<file path="src/rtl/axi_arbiter_stom_s2.sv">
// Slave-to-master response arbiter: merges the R and B channels of two slave
// ports onto one master port. R bursts are granted atomically until RLAST
// handshakes; B responses are held until their single-beat handshake.
// Round-robin or fixed-priority (slave 0 highest) tie-breaking.
module axi_arbiter_stom_s2 #(
    parameter int NUM         = 2,
    parameter bit ROUND_ROBIN = 1'b1
) (
    input  logic           ACLK,
    input  logic           ARESET,
    input  logic [NUM-1:0] RSELECT,
    input  logic [NUM-1:0] RVALID,
    input  logic [NUM-1:0] RLAST,
    input  logic           RREADY,
    output logic [NUM-1:0] RGRANT,
    input  logic [NUM-1:0] BSELECT,
    input  logic [NUM-1:0] BVALID,
    input  logic           BREADY,
    output logic [NUM-1:0] BGRANT
);

    typedef enum logic {R_IDLE = 1'b0, R_BUSY = 1'b1} r_state_t;
    typedef enum logic {B_IDLE = 1'b0, B_WAIT = 1'b1} b_state_t;

    r_state_t       r_state_r, r_state_nxt_s;
    b_state_t       b_state_r, b_state_nxt_s;
    logic [NUM-1:0] rgrant_reg_r, rgrant_reg_nxt_s;
    logic [NUM-1:0] bgrant_reg_r, bgrant_reg_nxt_s;
    logic           r_last_r, r_last_nxt_s;
    logic           b_last_r, b_last_nxt_s;
    logic [NUM-1:0] req_r_s, req_b_s;
    logic [NUM-1:0] rgrant_s, bgrant_s;

    // Pick a winner: single requester wins outright; on a tie either the slave
    // that was not served last (round-robin) or slave 0 (fixed priority).
    function automatic logic [NUM-1:0] sel_f(input logic [NUM-1:0] req, input logic last);
        logic [NUM-1:0] gnt;
        case (req)
            2'b00:   gnt = 2'b00;
            2'b01:   gnt = 2'b01;
            2'b10:   gnt = 2'b10;
            2'b11: begin
                if (ROUND_ROBIN) begin
                    gnt = last ? 2'b01 : 2'b10;
                end else begin
                    gnt = 2'b01;
                end
            end
            default: gnt = 2'b00;
        endcase
        return gnt;
    endfunction

    assign req_r_s = RSELECT & RVALID;
    assign req_b_s = BSELECT & BVALID;
    assign RGRANT  = rgrant_s;
    assign BGRANT  = bgrant_s;

    // R channel: next-state and grant; grant is forced low while in reset.
    always_comb begin
        rgrant_s         = 2'b00;
        r_state_nxt_s    = r_state_r;
        rgrant_reg_nxt_s = rgrant_reg_r;
        r_last_nxt_s     = r_last_r;
        if (ARESET) begin
            rgrant_s = 2'b00;
        end else begin
            case (r_state_r)
                R_IDLE: begin
                    rgrant_s = sel_f(req_r_s, r_last_r);
                    if (rgrant_s != 2'b00) begin
                        if ((|(rgrant_s & RVALID)) && RREADY && (|(rgrant_s & RLAST))) begin
                            // Single-beat burst completes immediately.
                            r_last_nxt_s = rgrant_s[1];
                        end else begin
                            rgrant_reg_nxt_s = rgrant_s;
                            r_state_nxt_s    = R_BUSY;
                        end
                    end else begin
                        r_state_nxt_s = R_IDLE;
                    end
                end
                R_BUSY: begin
                    rgrant_s = rgrant_reg_r;
                    if ((|(rgrant_s & RVALID)) && RREADY && (|(rgrant_s & RLAST))) begin
                        r_last_nxt_s     = rgrant_reg_r[1];
                        rgrant_reg_nxt_s = 2'b00;
                        r_state_nxt_s    = R_IDLE;
                    end else begin
                        r_state_nxt_s = R_BUSY;
                    end
                end
                default: begin
                    rgrant_s         = 2'b00;
                    rgrant_reg_nxt_s = 2'b00;
                    r_state_nxt_s    = R_IDLE;
                end
            endcase
        end
    end

    // B channel: next-state and grant; a stalled response pins the grant.
    always_comb begin
        bgrant_s         = 2'b00;
        b_state_nxt_s    = b_state_r;
        bgrant_reg_nxt_s = bgrant_reg_r;
        b_last_nxt_s     = b_last_r;
        if (ARESET) begin
            bgrant_s = 2'b00;
        end else begin
            case (b_state_r)
                B_IDLE: begin
                    bgrant_s = sel_f(req_b_s, b_last_r);
                    if (bgrant_s != 2'b00) begin
                        if ((|(bgrant_s & BVALID)) && BREADY) begin
                            b_last_nxt_s = bgrant_s[1];
                        end else begin
                            bgrant_reg_nxt_s = bgrant_s;
                            b_state_nxt_s    = B_WAIT;
                        end
                    end else begin
                        b_state_nxt_s = B_IDLE;
                    end
                end
                B_WAIT: begin
                    bgrant_s = bgrant_reg_r;
                    if ((|(bgrant_s & BVALID)) && BREADY) begin
                        b_last_nxt_s     = bgrant_reg_r[1];
                        bgrant_reg_nxt_s = 2'b00;
                        b_state_nxt_s    = B_IDLE;
                    end else begin
                        b_state_nxt_s = B_WAIT;
                    end
                end
                default: begin
                    bgrant_s         = 2'b00;
                    bgrant_reg_nxt_s = 2'b00;
                    b_state_nxt_s    = B_IDLE;
                end
            endcase
        end
    end

    // State, held grants and last-served pointers; last=1 so slave 0 wins first tie.
    always_ff @(posedge ACLK or posedge ARESET) begin
        if (ARESET) begin
            r_state_r    <= R_IDLE;
            b_state_r    <= B_IDLE;
            rgrant_reg_r <= 2'b00;
            bgrant_reg_r <= 2'b00;
            r_last_r     <= 1'b1;
            b_last_r     <= 1'b1;
        end else begin
            r_state_r    <= r_state_nxt_s;
            b_state_r    <= b_state_nxt_s;
            rgrant_reg_r <= rgrant_reg_nxt_s;
            bgrant_reg_r <= bgrant_reg_nxt_s;
            r_last_r     <= r_last_nxt_s;
            b_last_r     <= b_last_nxt_s;
        end
    end

endmodule

</file>
<file path="config.mk">
export PLATFORM = sky130hd
export DESIGN_NAME = axi_arbiter_stom_s2
export DESIGN_NICKNAME = d
export VERILOG_FILES = /design/src/rtl/axi_arbiter_stom_s2.sv
export SDC_FILE = /design/constraint.sdc
export NUM_CORES = 1
export LEC_CHECK = 0
export CORE_MARGIN = 2
export CORE_UTILIZATION = 45
export CTS_CLUSTER_SIZE = 24
export DETAILED_ROUTE_END_ITERATION = 12
export PLACE_DENSITY_LB_ADDON = 0.12
export SYNTH_ARGS = -nofsm -noshare
export SYNTH_HDL_FRONTEND = slang
export SYNTH_SLANG_ARGS = --single-unit
</file>
<file path="constraint.sdc">
create_clock -name ACLK -period 2.1 [get_ports ACLK]
set_clock_uncertainty 0.1 [all_clocks]
set_input_delay 0.42 -clock ACLK [delete_from_list [all_inputs] [get_ports ACLK]]
set_output_delay 0.42 -clock ACLK [all_outputs]
set_load 0.02 [all_outputs]
</file>
==> results.md <==
- Synth Cell Area: 621 µm²
- Hpwl dp: around 1400 µm
- Clock Path Buffers: 2
- Fmax: 0.502 GHz
- DRC: 0
- Fin crit share: a little over nine tenths
- All-Layer GR Usage: 23.4%
- Syn_nets: a little under 100
- Setup slack after placement: -0.448 ns
- Most area-hungry cell type in the Yosys netlist: dfrtp_1
- Port Buffers: 17
- Finished Layout Cells: 129
- Initial antenna violation count: 0
- Synth top area cells: dfrtp_1, dfstp_2, nor2_1, nand2_1, a21oi_1
- Via density: 5.88
- Num CTS Buffers: 3
- Worst Path Max Fanout: 2
- Crit path buf inv count: 2
- CP Launch Type: primary input
- Synth async-reset ratio: 100%
- DRT iter0 DRCs: 34
- Register area share after synthesis: 32.7%
- Routed length per instance: ~13 µm
- Distinct cells, synth: 31
- Clk slew on worst S/H paths: 0.05 ns
- CP Cell Sequence: clkdlybuf4s50_1 > nand3_2 > nand3_2 > nor2_1 > a21oi_1 > nor2_1 > buf_4
- IO Pins: 18
- Largest net degree at the start of global routing: 10
- Main synth FF type: dfrtp_1
- Clock root buffer master: clkbuf_4
- FF+latch area: 203 µm²
- Overall die height: between 40 and 50 µm
- Worst Path Required: 1.58 ns
- Kind of critical path: in -> out
- Final net count: 130
- Cell count after synthesis: 83
- Max transition margin: 80.1%
- Area of the multi-input gates: 403 µm²
- H-tree lvl count: 1
- Setup violators final: 0
- Core area: 0.00130 mm²
- WL final: between 1500 and 2000 µm
- Power density cells: 895 mW/mm²
- Max-slew violations: 0
- Ratio of cells with drive above 1 in the final layout: 28.1%
- Clock sinks: 8
- Core Util, Final: 72.5%
- Synthesized flop and latch total: 8
- Max incr delay on CP: 0.49 ns
- Synthesis-to-layout area growth: 52.0%
- RSZ-0062 raised after global routing: false
- Filler cells: 105
- GRT Residual Overflow: 0
- Fin. Hold Viols: 0
- DP Cell Count: 126
- Post-route ant nets: 0
- Static Leak: between 0.0004 and 0.0005 µW
- Avg Cell Area, Syn: around 7.5 µm²
- CTS tree: yes
- Vias in the first global route: between 500 and 600
- HP Class: reg -> reg
- Worst slew pin tran: 0.298 ns
- Synthesis Warnings: 0
- Via count: ~760
- Number of detailed-route iterations in the first pass: 4
- Placer congestion estimate: 0.763
- Setup ws final: roughly 0.11 ns
- Row count: 13
- Die W: 41.1 µm
- Cell family with the largest share of critical-path delay: buffers and inverters
- Worst path slowest cell: clkdlybuf4s50_1
- CP Capture Type: output pin
- Fin Setup TNS: 0 ns
- Die area: approximately 0.0017 mm²
- Post-synth EDFFs: 0
- Worst-skew pair later-pin latency: 0.25 ns
- Post-cts hold buffer count: 0
- Max cap viols: 0
- Top cell type's share of synthesized area: 24.2%
- Min Hold Slack: around 0.40 ns
- Tmin final: ~2.0 ns
- Max IR drop VDD: around 0.55 mV
- Initial core utilization: roughly 48%
- Antenna cells: 0
- Outcome: completed
- First-pass GRT wire length: 2530 µm
- Critical Path AT: ~1.5 ns
metal layers:
metal / up-vias / wire, µm / track usage, %
met1: 354 / 781 / 34.5
met5: - / 0 / 0
met4: 0 / 0 / 11.3
met3: 0 / 133 / 4.35
li1: 370 / - / -
met2: 35 / 802 / 32.4
worst paths after layout:
check | from | end | slack (ns) | depth (start not counted)
setup / recovery | BSELECT[0] | BGRANT[1] | 0.11 | 7
hold / removal | r_last_r | r_last_r | 0.40 | 2
min in group asynchronous | ARESET | b_state_r | 0.77 | 4
hold reg to reg | r_last_r | r_last_r | 0.40 | 2
max in group asynchronous | ARESET | r_last_r | 0.92 | 4
setup reg to reg | r_last_r | r_last_r | 0.32 | 6
cell usage in the layout, fill, tap and decap left out, drive strengths merged:
master and instances:
nor3 1, nand4 2, mux2i 1, dfrtp 6, a211oi 2, o21a 1
and3 1, o211a 1, dlygate4sd2 1, clkbuf 3, a31oi 2, a22oi 2
a21o 2, o21ai 5, inv 6, clkdlybuf4s50 6, a221o 1, buf 18
o31a 1, o22ai 1, o2bb2ai 1, nor2 12, and3b 1, nand3 7
a21oi 8, dlymetal6s2s 6, dfstp 2, nand2 12, a22o 2
cell families after synthesis:
| family | count (synthesis) | synth area share [%] |
|---|---|---|
| flip-flops | 8 | 32.7 |
| buffers and inverters | 9 | 6.25 |
| AND/OR/NAND/NOR | 36 | 25.8 |
| multiplexers | 1 | 1.61 |
| AO/OA/AOI/OAI | 29 | 33.7 |
state kept, by name, summed over array words and instances (netlist names):
signal and flops:
b_state_r 1, r_state_r 1, b_last_r 1, rgrant_reg_r 2, bgrant_reg_r 2, r_last_r 1
cell usage after synthesis, types with 2 or more instances:
master and instances:
a21o_1 2, a21oi_1 8, a22o_1 2, a22oi_1 2, dfrtp_1 6, dfstp_2 2
inv_1 6, nand2_1 11, nand3_1 7, nand4_1 2, nor2_1 12, o21ai_0 3
o21ai_1 2
repair_timing:
| item | in CTS | in global routing |
|---|---|---|
| setup buffers | 0 | 0 |
| endpoints found under the setup margin | 4 | 4 |
| resized for setup | 19 | 11 |
worst min-delay path, stage by stage (launching register included):
cell	delay, ns
dfstp_2	0.38
inv_1	0.05
mux2i_1	0.06
area by class of cell:
type	instances	share of cell area [%]
clock buffers	3	2.39
inverters	6	2.39
multi-input cells	66	42.7
flip-flops and latches	8	21.5
well taps	15	1.99
repair buffers	31	29.0
through the flow:
step                total power [µW]  cell area [µm²]
detailed placement               730              898
global route                     910              943
global placement                 715              898
CTS                              836              906
finish                           845              943
floorplan                        557              621
report_power, final:
group / internal (µW) / switching (µW)
logic: 198 / 204
registers: 235 / 94.6
clock network: 65.1 / 47.5
total: 499 / 346
No activity file was read; power rests on OpenSTA's default activity.
